`config.mk`:
```
export PLATFORM = sky130hd
export DESIGN_NAME = mesh_router_p
export DESIGN_NICKNAME = d
export VERILOG_FILES = /design/src/rtl/noc_pkg.sv /design/src/rtl/noc_fifo.sv /design/src/rtl/mesh_router_p.sv
export SDC_FILE = /design/constraint.sdc
export NUM_CORES = 1
export LEC_CHECK = 0
export ABC_AREA = 1
export BUFFER_PORTS_ARGS = -buffer_cell sky130_fd_sc_hd__buf_2
export CORE_ASPECT_RATIO = 1.1
export CORE_MARGIN = 3
export CORE_UTILIZATION = 45
export CTS_BUF_LIST = sky130_fd_sc_hd__clkbuf_8
export CTS_CLUSTER_SIZE = 30
export DETAILED_ROUTE_END_ITERATION = 10
export GPL_TIMING_DRIVEN = 1
export SYNTH_ARGS = -nofsm -noshare
export SYNTH_HDL_FRONTEND = slang
export SYNTH_SLANG_ARGS = --single-unit
```
`constraint.sdc`:
```
create_clock -name clk -period 5.7 [get_ports clk]
set_input_delay 1.14 -clock clk [delete_from_list [all_inputs] [get_ports clk]]
set_output_delay 1.14 -clock clk [all_outputs]
set_load 0.03 [all_outputs]
```
`src/rtl/noc_pkg.sv`:
```
// noc_pkg: shared definitions for the mesh router.
//   port_e        : port enumeration N=0, E=1, S=2, W=3, L=4
//   NUM_PORTS     : number of router ports
//   flit_field    : extract an arbitrary bit field from the low header bits
//   flit_dest_x/y : destination coordinate extraction
//   xy_route      : dimension-ordered (X first, then Y) routing decision
package noc_pkg;

  localparam int NUM_PORTS = 5;

  // Header fields are always taken from the low bits of a flit, so the
  // helpers only ever look at a 32-bit window of it.
  localparam int HDR_W = 32;

  typedef enum logic [2:0] {
    PORT_N = 3'd0,
    PORT_E = 3'd1,
    PORT_S = 3'd2,
    PORT_W = 3'd3,
    PORT_L = 3'd4
  } port_e;

  function automatic logic [HDR_W-1:0] flit_field(input logic [HDR_W-1:0] hdr,
                                                  input int lsb,
                                                  input int width);
    logic [HDR_W-1:0] mask;
    mask = (HDR_W'(1) << width) - HDR_W'(1);
    return (hdr >> lsb) & mask;
  endfunction

  function automatic logic [HDR_W-1:0] flit_dest_x(input logic [HDR_W-1:0] hdr,
                                                   input int x_w);
    return flit_field(hdr, 0, x_w);
  endfunction

  function automatic logic [HDR_W-1:0] flit_dest_y(input logic [HDR_W-1:0] hdr,
                                                   input int x_w,
                                                   input int y_w);
    return flit_field(hdr, x_w, y_w);
  endfunction

  // X is resolved completely before Y; N is the +y direction.
  function automatic port_e xy_route(input logic [HDR_W-1:0] dest_x,
                                     input logic [HDR_W-1:0] dest_y,
                                     input logic [HDR_W-1:0] my_x,
                                     input logic [HDR_W-1:0] my_y);
    if (dest_x > my_x)      return PORT_E;
    else if (dest_x < my_x) return PORT_W;
    else if (dest_y > my_y) return PORT_N;
    else if (dest_y < my_y) return PORT_S;
    else                    return PORT_L;
  endfunction

endpackage

```
`src/rtl/noc_fifo.sv`:
```
// noc_fifo: synchronous FIFO used as the input buffer of each router port.
//   clk, rst_n  : clock, asynchronous active-low reset (empties the FIFO)
//   push        : write push_data (ignored when full)
//   pop         : drop the head entry (ignored when empty)
//   full, empty : occupancy flags
//   count       : number of stored entries, 0..DEPTH
//   head_data   : oldest stored entry (valid while !empty)
module noc_fifo #(
  parameter int DATA_W = 16,
  parameter int DEPTH  = 4
) (
  input  logic                     clk,
  input  logic                     rst_n,
  input  logic                     push,
  input  logic                     pop,
  input  logic [DATA_W-1:0]        push_data,
  output logic                     full,
  output logic                     empty,
  output logic [$clog2(DEPTH):0]   count,
  output logic [DATA_W-1:0]        head_data
);

  localparam int PTR_W = $clog2(DEPTH);

  logic [DATA_W-1:0] mem [DEPTH];
  logic [PTR_W-1:0]  wr_ptr;
  logic [PTR_W-1:0]  rd_ptr;
  logic              do_push;
  logic              do_pop;

  assign full      = (count == (PTR_W+1)'(DEPTH));
  assign empty     = (count == '0);
  assign do_push   = push && !full;
  assign do_pop    = pop && !empty;
  assign head_data = mem[rd_ptr];

  // Pointers wrap naturally because DEPTH is a power of two.
  always_ff @(posedge clk or negedge rst_n) begin
    if (!rst_n) begin
      wr_ptr <= '0;
      rd_ptr <= '0;
      count  <= '0;
    end else begin
      if (do_push) wr_ptr <= wr_ptr + PTR_W'(1);
      if (do_pop)  rd_ptr <= rd_ptr + PTR_W'(1);
      case ({do_push, do_pop})
        2'b10:   count <= count + (PTR_W+1)'(1);
        2'b01:   count <= count - (PTR_W+1)'(1);
        default: count <= count;
      endcase
    end
  end

  // Storage carries no reset; only the pointers define what is valid.
  always_ff @(posedge clk) begin
    if (do_push) mem[wr_ptr] <= push_data;
  end

endmodule

```
`src/rtl/mesh_router_p.sv`:
```
// mesh_router_p: single-flit 5-port 2D-mesh router tile.
//   clk, rst_n : clock, asynchronous active-low reset
//   in_valid   : per-input flit valid (index 0..4 = N,E,S,W,L)
//   in_ready   : per-input FIFO has space
//   in_data    : per-input flits, port p at [p*DATA_W +: DATA_W]
//   out_valid  : per-output registered flit valid
//   out_ready  : per-output downstream accept
//   out_data   : per-output flits, port p at [p*DATA_W +: DATA_W]
// Each input is buffered in a FIFO; the FIFO head is XY-routed and each
// output runs its own round-robin arbiter feeding an output register.
module mesh_router_p
  import noc_pkg::*;
#(
  parameter int DATA_W = 16,
  parameter int DEPTH  = 4,
  parameter int X_W    = 2,
  parameter int Y_W    = 2,
  parameter int MY_X   = 0,
  parameter int MY_Y   = 0
) (
  input  logic                          clk,
  input  logic                          rst_n,
  input  logic [NUM_PORTS-1:0]          in_valid,
  output logic [NUM_PORTS-1:0]          in_ready,
  input  logic [NUM_PORTS*DATA_W-1:0]   in_data,
  output logic [NUM_PORTS-1:0]          out_valid,
  input  logic [NUM_PORTS-1:0]          out_ready,
  output logic [NUM_PORTS*DATA_W-1:0]   out_data
);

  localparam int CNT_W = $clog2(DEPTH) + 1;

  logic [NUM_PORTS-1:0] fifo_full;
  logic [NUM_PORTS-1:0] fifo_empty;
  logic [NUM_PORTS-1:0] pop;
  logic [CNT_W-1:0]     fifo_count [NUM_PORTS];
  logic [DATA_W-1:0]    head_data  [NUM_PORTS];
  port_e                route      [NUM_PORTS];
  // grant[o][i]: output o takes the head of input i this cycle
  logic [NUM_PORTS-1:0] grant      [NUM_PORTS];

  for (genvar i = 0; i < NUM_PORTS; i++) begin : g_in
    noc_fifo #(
      .DATA_W (DATA_W),
      .DEPTH  (DEPTH)
    ) u_fifo (
      .clk       (clk),
      .rst_n     (rst_n),
      .push      (in_valid[i] && !fifo_full[i]),
      .pop       (pop[i]),
      .push_data (in_data[i*DATA_W +: DATA_W]),
      .full      (fifo_full[i]),
      .empty     (fifo_empty[i]),
      .count     (fifo_count[i]),
      .head_data (head_data[i])
    );

    // Ready comes from the registered count only, so a full FIFO stays
    // not-ready even in a cycle where it is being popped.
    assign in_ready[i] = (fifo_count[i] < CNT_W'(DEPTH));
  end

  always_comb begin
    for (int i = 0; i < NUM_PORTS; i++) begin
      route[i] = xy_route(flit_dest_x(HDR_W'(head_data[i]), X_W),
                          flit_dest_y(HDR_W'(head_data[i]), X_W, Y_W),
                          HDR_W'(MY_X), HDR_W'(MY_Y));
    end
  end

  // Each input routes to exactly one output, so OR-ing the grants can
  // never pop an input twice.
  always_comb begin
    pop = '0;
    for (int o = 0; o < NUM_PORTS; o++) pop = pop | grant[o];
  end

  for (genvar o = 0; o < NUM_PORTS; o++) begin : g_out
    logic [NUM_PORTS-1:0] req;
    logic [2:0]           winner;
    logic                 any_req;
    logic                 load;
    logic [2:0]           last_grant;
    logic                 valid_q;
    logic [DATA_W-1:0]    data_q;

    always_comb begin
      for (int i = 0; i < NUM_PORTS; i++) begin
        req[i] = !fifo_empty[i] && (route[i] == port_e'(o));
      end
    end

    // Round-robin: scan from last_grant+1 around to last_grant itself.
    always_comb begin
      winner  = '0;
      any_req = 1'b0;
      for (int k = 1; k <= NUM_PORTS; k++) begin
        if (!any_req && req[(int'(last_grant) + k) % NUM_PORTS]) begin
          any_req = 1'b1;
          winner  = 3'((int'(last_grant) + k) % NUM_PORTS);
        end
      end
    end

    assign load     = any_req && (!valid_q || out_ready[o]);
    assign grant[o] = load ? (NUM_PORTS'(1) << winner) : '0;

    always_ff @(posedge clk or negedge rst_n) begin
      if (!rst_n) begin
        valid_q    <= 1'b0;
        data_q     <= '0;
        last_grant <= 3'(PORT_L);
      end else if (load) begin
        valid_q    <= 1'b1;
        data_q     <= head_data[winner];
        last_grant <= winner;
      end else if (out_ready[o]) begin
        valid_q    <= 1'b0;
      end
    end

    assign out_valid[o]                 = valid_q;
    assign out_data[o*DATA_W +: DATA_W] = data_q;
  end

endmodule

```
==> results of run 1 <==
## flip-flops by register name, summed over array words and instances, names as in the netlist
name,flops
g_in.u_fifo.count,15
g_in.u_fifo.mem,320
g_in.u_fifo.rd_ptr,10
g_in.u_fifo.wr_ptr,10
g_out.data_q,48
g_out.last_grant,9
g_out.valid_q,3
## cell usage in the layout (no fill, tap or decap), types with 17 or more instances in the layout
master	Yosys	routed
nor2_2	4	25
or2_2	40	40
clkbuf_8	0	79
buf_4	55	47
edfxtp_1	320	320
nand2_1	832	831
a32o_1	45	45
inv_2	22	22
nand3_2	16	17
nand3_1	385	384
nand2_2	29	29
ha_1	95	93
a21oi_1	74	74
o21ai_1	31	29
dfrtp_1	92	89
conb_1	1	34
o21ai_0	79	78
xor2_1	25	23
inv_1	241	261
buf_2	31	144
nor2_1	120	99
clkinv_1	2	17
## repair_timing
item	CTS	global route
buffers inserted	0	2
endpoints found under the setup margin	0	8
gates resized for setup	0	18
## worst max-delay path, stage by stage (launching register included)
cell and delay [ps]:
dfrtp_2 480, inv_1 240, ha_1 300, ha_1 200, inv_1 60, nand3_1 100, nand2_1 120, xor2_1 210
inv_1 90, ha_1 180, or2_2 290, nand3_1 120, nand3_1 140, nand2_2 160, nand2_1 70, nand3_1 100
nand3_1 90, nand2_1 100, nand4_1 190, o21ai_1 290, nand2_1 210, nand3_2 230, ha_1 180, inv_1 70
fa_1 380, a21oi_1 150, o21ai_0 110, xor2_1 160
## layer usage
layer | part of all wire (%) | routed length (um) | vias to the layer above
li1 | - | - | 9281
met1 | 42 | 27600 | 9132
met2 | 49 | 32100 | 532
met3 | 5.3 | 3460 | 108
met4 | 3.0 | 1940 | 0
met5 | 0 | 0 | -
## area by class of cell
| class | instances | area [um^2] |
|---|---|---|
| fill | 4858 | 25200 |
| sequential | 415 | 12000 |
| multi-input combinational | 1906 | 10000 |
| clock buffer | 79 | 1090 |
| timing repair buffer | 191 | 1070 |
| inverter | 266 | 1000 |
| tap | 667 | 835 |
| clock inverter | 49 | 238 |
| antenna | 5 | 12.5 |
## logic make-up (layout without fill, tap and decap cells)
kind of cell             count (synthesis)  count (layout)
adder cells (fa/ha/maj)                100             100
flip-flops                             415             415
AND/OR/NAND/NOR                       1470            1470
AO/OA/AOI/OAI                          266             266
other                                    1              39
XOR/XNOR                                36              36
buffers and inverters                  405             585
## cell usage after synthesis (all sizes together)
master,number,share of area (%)
nand3,401,8.9
o211ai,7,0.22
ha,95,5.0
o2111ai,1,0.037
fa,5,0.43
a31oi,3,0.080
clkbuf,39,0.62
dfrtp,92,9.8
edfxtp,320,41
xnor2,10,0.37
nor3,9,0.19
nand2,864,14
buf,100,2.8
inv,264,4.2
clkinv,2,0.032
a32o,45,1.9
nor2,128,2.2
a32oi,15,0.56
or2,42,1.1
xor2,26,1.0
a21boi,1,0.032
nand3b,9,0.29
o21ai,113,2.5
a21oi,76,1.7
conb,1,0.016
o31ai,5,0.16
dfstp,3,0.33
nand4,17,0.52
## stage by stage
stage	setup WS (ps)	area (um^2)	util [%]	hold slack (ps)	cells
6_report	547	26200	51.0	487	3578
5_1_grt	-5.39	26200	51.0	522	3578
4_1_cts	302	26100	50.8	492	3571
3_5_place_dp	326	24800	48.2	482	3443
3_3_place_gp	397	24800	48.2	478	3443
2_1_floorplan	820	23700	-	469	2726
## path summary, 6_finish.rpt
| check | to | slack [ps] | cells past startpoint |
|---|---|---|---|
| setup / recovery | g_in[4].u_fifo.count[2] | 550 | 27 |
| hold / removal | g_out[0].data_q[0] | 490 | 2 |
| setup reg to reg | g_in[4].u_fifo.count[2] | 550 | 27 |
| hold reg to reg | g_out[0].data_q[0] | 490 | 2 |
| min in group asynchronous | g_in[1].u_fifo.count[2] | 620 | 1 |
| max in group asynchronous | g_in[0].u_fifo.count[0] | 4020 | 2 |
==> results.json, run 1 <==
{
  "finalWirelength_um": 65100,
  "die_y_um": 246,
  "clk_latency_ps": 640,
  "synth_cell_types": 47,
  "grt_max_degree": 58,
  "reg2reg_from": "g_out[1].last_grant[1]",
  "cap_violations": 0,
  "worst-setup-path-type": "reg2reg",
  "cts_buffer_depth": 3,
  "worstPathRequired_ps": 6210,
  "ant_nets": 0,
  "final_layout_size_suffix_gt1_share_pct": 15.3,
  "dieArea_um2": 55100,
  "min_path_type": "reg2reg",
  "syn_to_final_growth_pct": 11.5,
  "yosysWarnings": 0,
  "slew_viol_final": 0,
  "cts.sinks": 415,
  "cts_buffers": 71,
  "met1_usage_pct": 30.2,
  "dr.first_iter.drc_count": 1252,
  "finClkSkew_ps": 28.3,
  "seq_area_frac_synth_pct": 50.9,
  "clk_pin_slew_ps": 60,
  "globalRouteOverflowTotal": 0,
  "dr.pass1.iters": 5,
  "nets": 3043,
  "vias": 19100,
  "antenna_found_initial": 5,
  "cts_root_buf": "clkbuf_8",
  "synth_xor_area_share_pct": 1.37,
  "grtUsageTotal_pct": 23.4,
  "top_usage_layer": "met2",
  "met3_usage_pct": 3.22,
  "syn_avg_cell_area_um2": 8.74,
  "dp_hpwl_um": 46700,
  "synth_cells": 2693,
  "synth_mux_area_share_pct": 0,
  "hp-start": "g_out[0].data_q[0]",
  "pin_count": 182,
  "drc": 0,
  "avgRoutedWirePerCell_um": 18.2,
  "vias_per_cell": 5.33,
  "synth_area_um2": 23500,
  "critPathLaunchType": "register",
  "hold_buffers": 0,
  "relSlewSlack_pct": 17.1,
  "arrival_ps": 5660,
  "tightest_slew_ps": 1230,
  "ys_ff_latch": 415,
  "hold_viol": 0,
  "port_buffers": 145,
  "synth-simple-area-share_pct": 27.4,
  "synthAdderAreaFrac_pct": 5.47,
  "synth_top_family_by_area": "simple AND/OR/NAND/NOR gates",
  "status": "finished clean",
  "tritoncts": "yes",
  "grt_pass1_vias": 18300,
  "max_freq_ghz": 0.194,
  "start_util_pct": 45.7,
  "routabilityCongestion": 0.911,
  "startpoint": "g_out[1].last_grant[1]",
  "period_minus_slack_ps": 5150,
  "end_kind": "register",
  "num_rows": 87,
  "worstPathMaxFanout": 9,
  "finalSetupViolCount": 0,
  "core_um2": 51500,
  "grt_pass1_wl_um": 101000,
  "htree_levels": 3,
  "min_period_over_period_pct": 90.4,
  "synth_compound_area_share_pct": 7.19,
  "dieWidth_um": 224,
  "tns_ps": 0,
  "use_met2_pct": 39.8
}
Power of run 1 is left out: the tool's default activity adds up to more than one toggle a clock period on the data nets, which glitch-free logic cannot reach.
==> run 2, diff against run 1 <==
==> constraint.sdc (replaced) <==
create_clock -name clk -period 5.7 [get_ports clk]
set_input_delay 0.855 -clock clk [delete_from_list [all_inputs] [get_ports clk]]
set_output_delay 0.855 -clock clk [all_outputs]
set_load 0.03 [all_outputs]
==> results.json, run 2 (synthesis results as in run 1) <==
{
  "cts_root_buf": "clkbuf_8",
  "clk_pin_slew_ps": 70,
  "hold_buffers": 0,
  "nets": 3042,
  "die_y_um": 246,
  "grtUsageTotal_pct": 23.6,
  "antenna_found_initial": 2,
  "reg_top3": "g_in.u_fifo.mem x320, g_out.data_q x48, g_in.u_fifo.count x15",
  "setup_slack_ps": 458,
  "top_register": "g_in.u_fifo.mem",
  "end_kind": "register",
  "largest_register_ffs": 320,
  "final_cell_mix": "831 x nand2_1, 384 x nand3_1, 320 x edfxtp_1",
  "max_freq_ghz": 0.191,
  "min_path_type": "in2async",
  "dieWidth_um": 224,
  "num_rows": 87,
  "dieArea_um2": 55100,
  "grt_max_degree": 60,
  "worstPathRequired_ps": 6210,
  "slowest_delay_ps": 550,
  "place_ws_ps": 325,
  "grt_pass1_vias": 18300,
  "layout_commonest_cell": "nand2_1",
  "dp_hpwl_um": 46700,
  "rsz0062_at_grt": "true",
  "slew_viol_final": 0,
  "r2r_setup_slack_ps": 460,
  "dr.first_iter.drc_count": 1453,
  "vias_per_cell": 5.32,
  "period_minus_slack_ps": 5240,
  "tritoncts": "yes",
  "start_util_pct": 45.7,
  "crit_top_cell": "nand2_1",
  "drc": 0,
  "finalSetupViolCount": 0,
  "cap_violations": 0,
  "cp_slowest_cell": "dfrtp_1",
  "reg2reg_depth": 30,
  "critPathLaunchType": "register",
  "worstPathMaxFanout": 11,
  "avgRoutedWirePerCell_um": 18.2,
  "tightest_slew_ps": 1260,
  "status": "finished clean",
  "grt_pass1_wl_um": 101000,
  "reg2reg_from": "g_out[0].last_grant[0]",
  "globalRouteOverflowTotal": 0,
  "routabilityCongestion": 0.905,
  "finalWirelength_um": 64900,
  "cts_buffers": 71,
  "postLayoutCoreUtil_pct": 50.9,
  "cts_buffer_depth": 3,
  "htree_levels": 3,
  "dr.pass1.iters": 5,
  "pin_count": 182,
  "hold_viol": 0,
  "vias": 19000,
  "relSlewSlack_pct": 15.3,
  "port_buffers": 145,
  "core_um2": 51500,
  "clk_latency_ps": 650,
  "finClkSkew_ps": 33.3,
  "arrival_ps": 5750,
  "syn_to_final_growth_pct": 11.3,
  "min_period_over_period_pct": 92.0,
  "regToRegEndpoint": "g_in[2].u_fifo.count[2]",
  "worst-setup-path-type": "reg2reg",
  "cts.sinks": 415,
  "final_layout_size_suffix_gt1_share_pct": 15.1,
  "ant_nets": 0
}
## run 2: cell types whose count changed in the layout (fill, tap and decap cells not counted), moves of 2 or more
cell       previous run  this run
bufinv_16             1         3
clkbuf_8             79        77
clkinv_1             17        13
diode_2               5         2
ha_4                  2         0
inv_1               261       266
xor2_1               23        25
xor2_2                3         1
## run 2: how the worst max path moves through the flow
stage	from	to	slack, ps	cells after the start
6_report	g_out[0].last_grant[0]	g_in[2].u_fifo.count[2]	460	30
4_1_cts	g_out[1].last_grant[1]	g_in[4].u_fifo.count[2]	290	27
3_3_place_gp	g_out[4].last_grant[1]	g_in[0].u_fifo.count[2]	410	31
3_5_place_dp	g_out[1].last_grant[1]	g_in[4].u_fifo.count[2]	330	27
5_1_grt	g_out[4].last_grant[0]	g_in[0].u_fifo.count[2]	-40	31
2_1_floorplan	g_out[1].last_grant[0]	g_in[2].u_fifo.count[2]	820	31
## run 2: worst max-delay path: cells and delay by family, from the launching register on
kind,cells,cell delay (ps)
flops,1,550
compound gates,4,810
xor+xnor,1,160
simple gates,15,1810
buf+inv,6,660
fa+ha+maj,4,1110
## run 2: per-layer routing
layer / routed length [um] / GRT usage (%) / up-vias
met4: 1870 / 8.37 / 0
li1: - / - / 9283
met5: 0 / 0 / -
met2: 32200 / 40.3 / 523
met1: 27500 / 30.4 / 9114
met3: 3380 / 3.74 / 104
## run 2: metrics by stage
stage | setup TNS (ps) | hold WS [ps] | cells | cell area, um^2
2_1_floorplan | 0 | 469 | 2726 | 23700
3_3_place_gp | 0 | 471 | 3443 | 24800
3_5_place_dp | 0 | 464 | 3443 | 24800
4_1_cts | 0 | 304 | 3570 | 26200
5_1_grt | -44.2 | 353 | 3573 | 26200
6_report | 0 | 327 | 3573 | 26200
## run 2: area by class of cell
class                      instances  area [um^2]
antenna                            2         5.00
clock buffer                      77         1060
clock inverter                    50          289
fill                            4785        25300
inverter                         266         1000
multi-input combinational       1906         9960
sequential                       415        12000
tap                              667          835
timing repair buffer             190         1070
## run 2: timing repair
item                       in CTS  in global routing
setup buffers                   0                  1
setup endpoints to repair       0                  6
resized for setup               0                  9
hold endpoints to repair        0                  0
Power of run 2 is left out for the same reason.
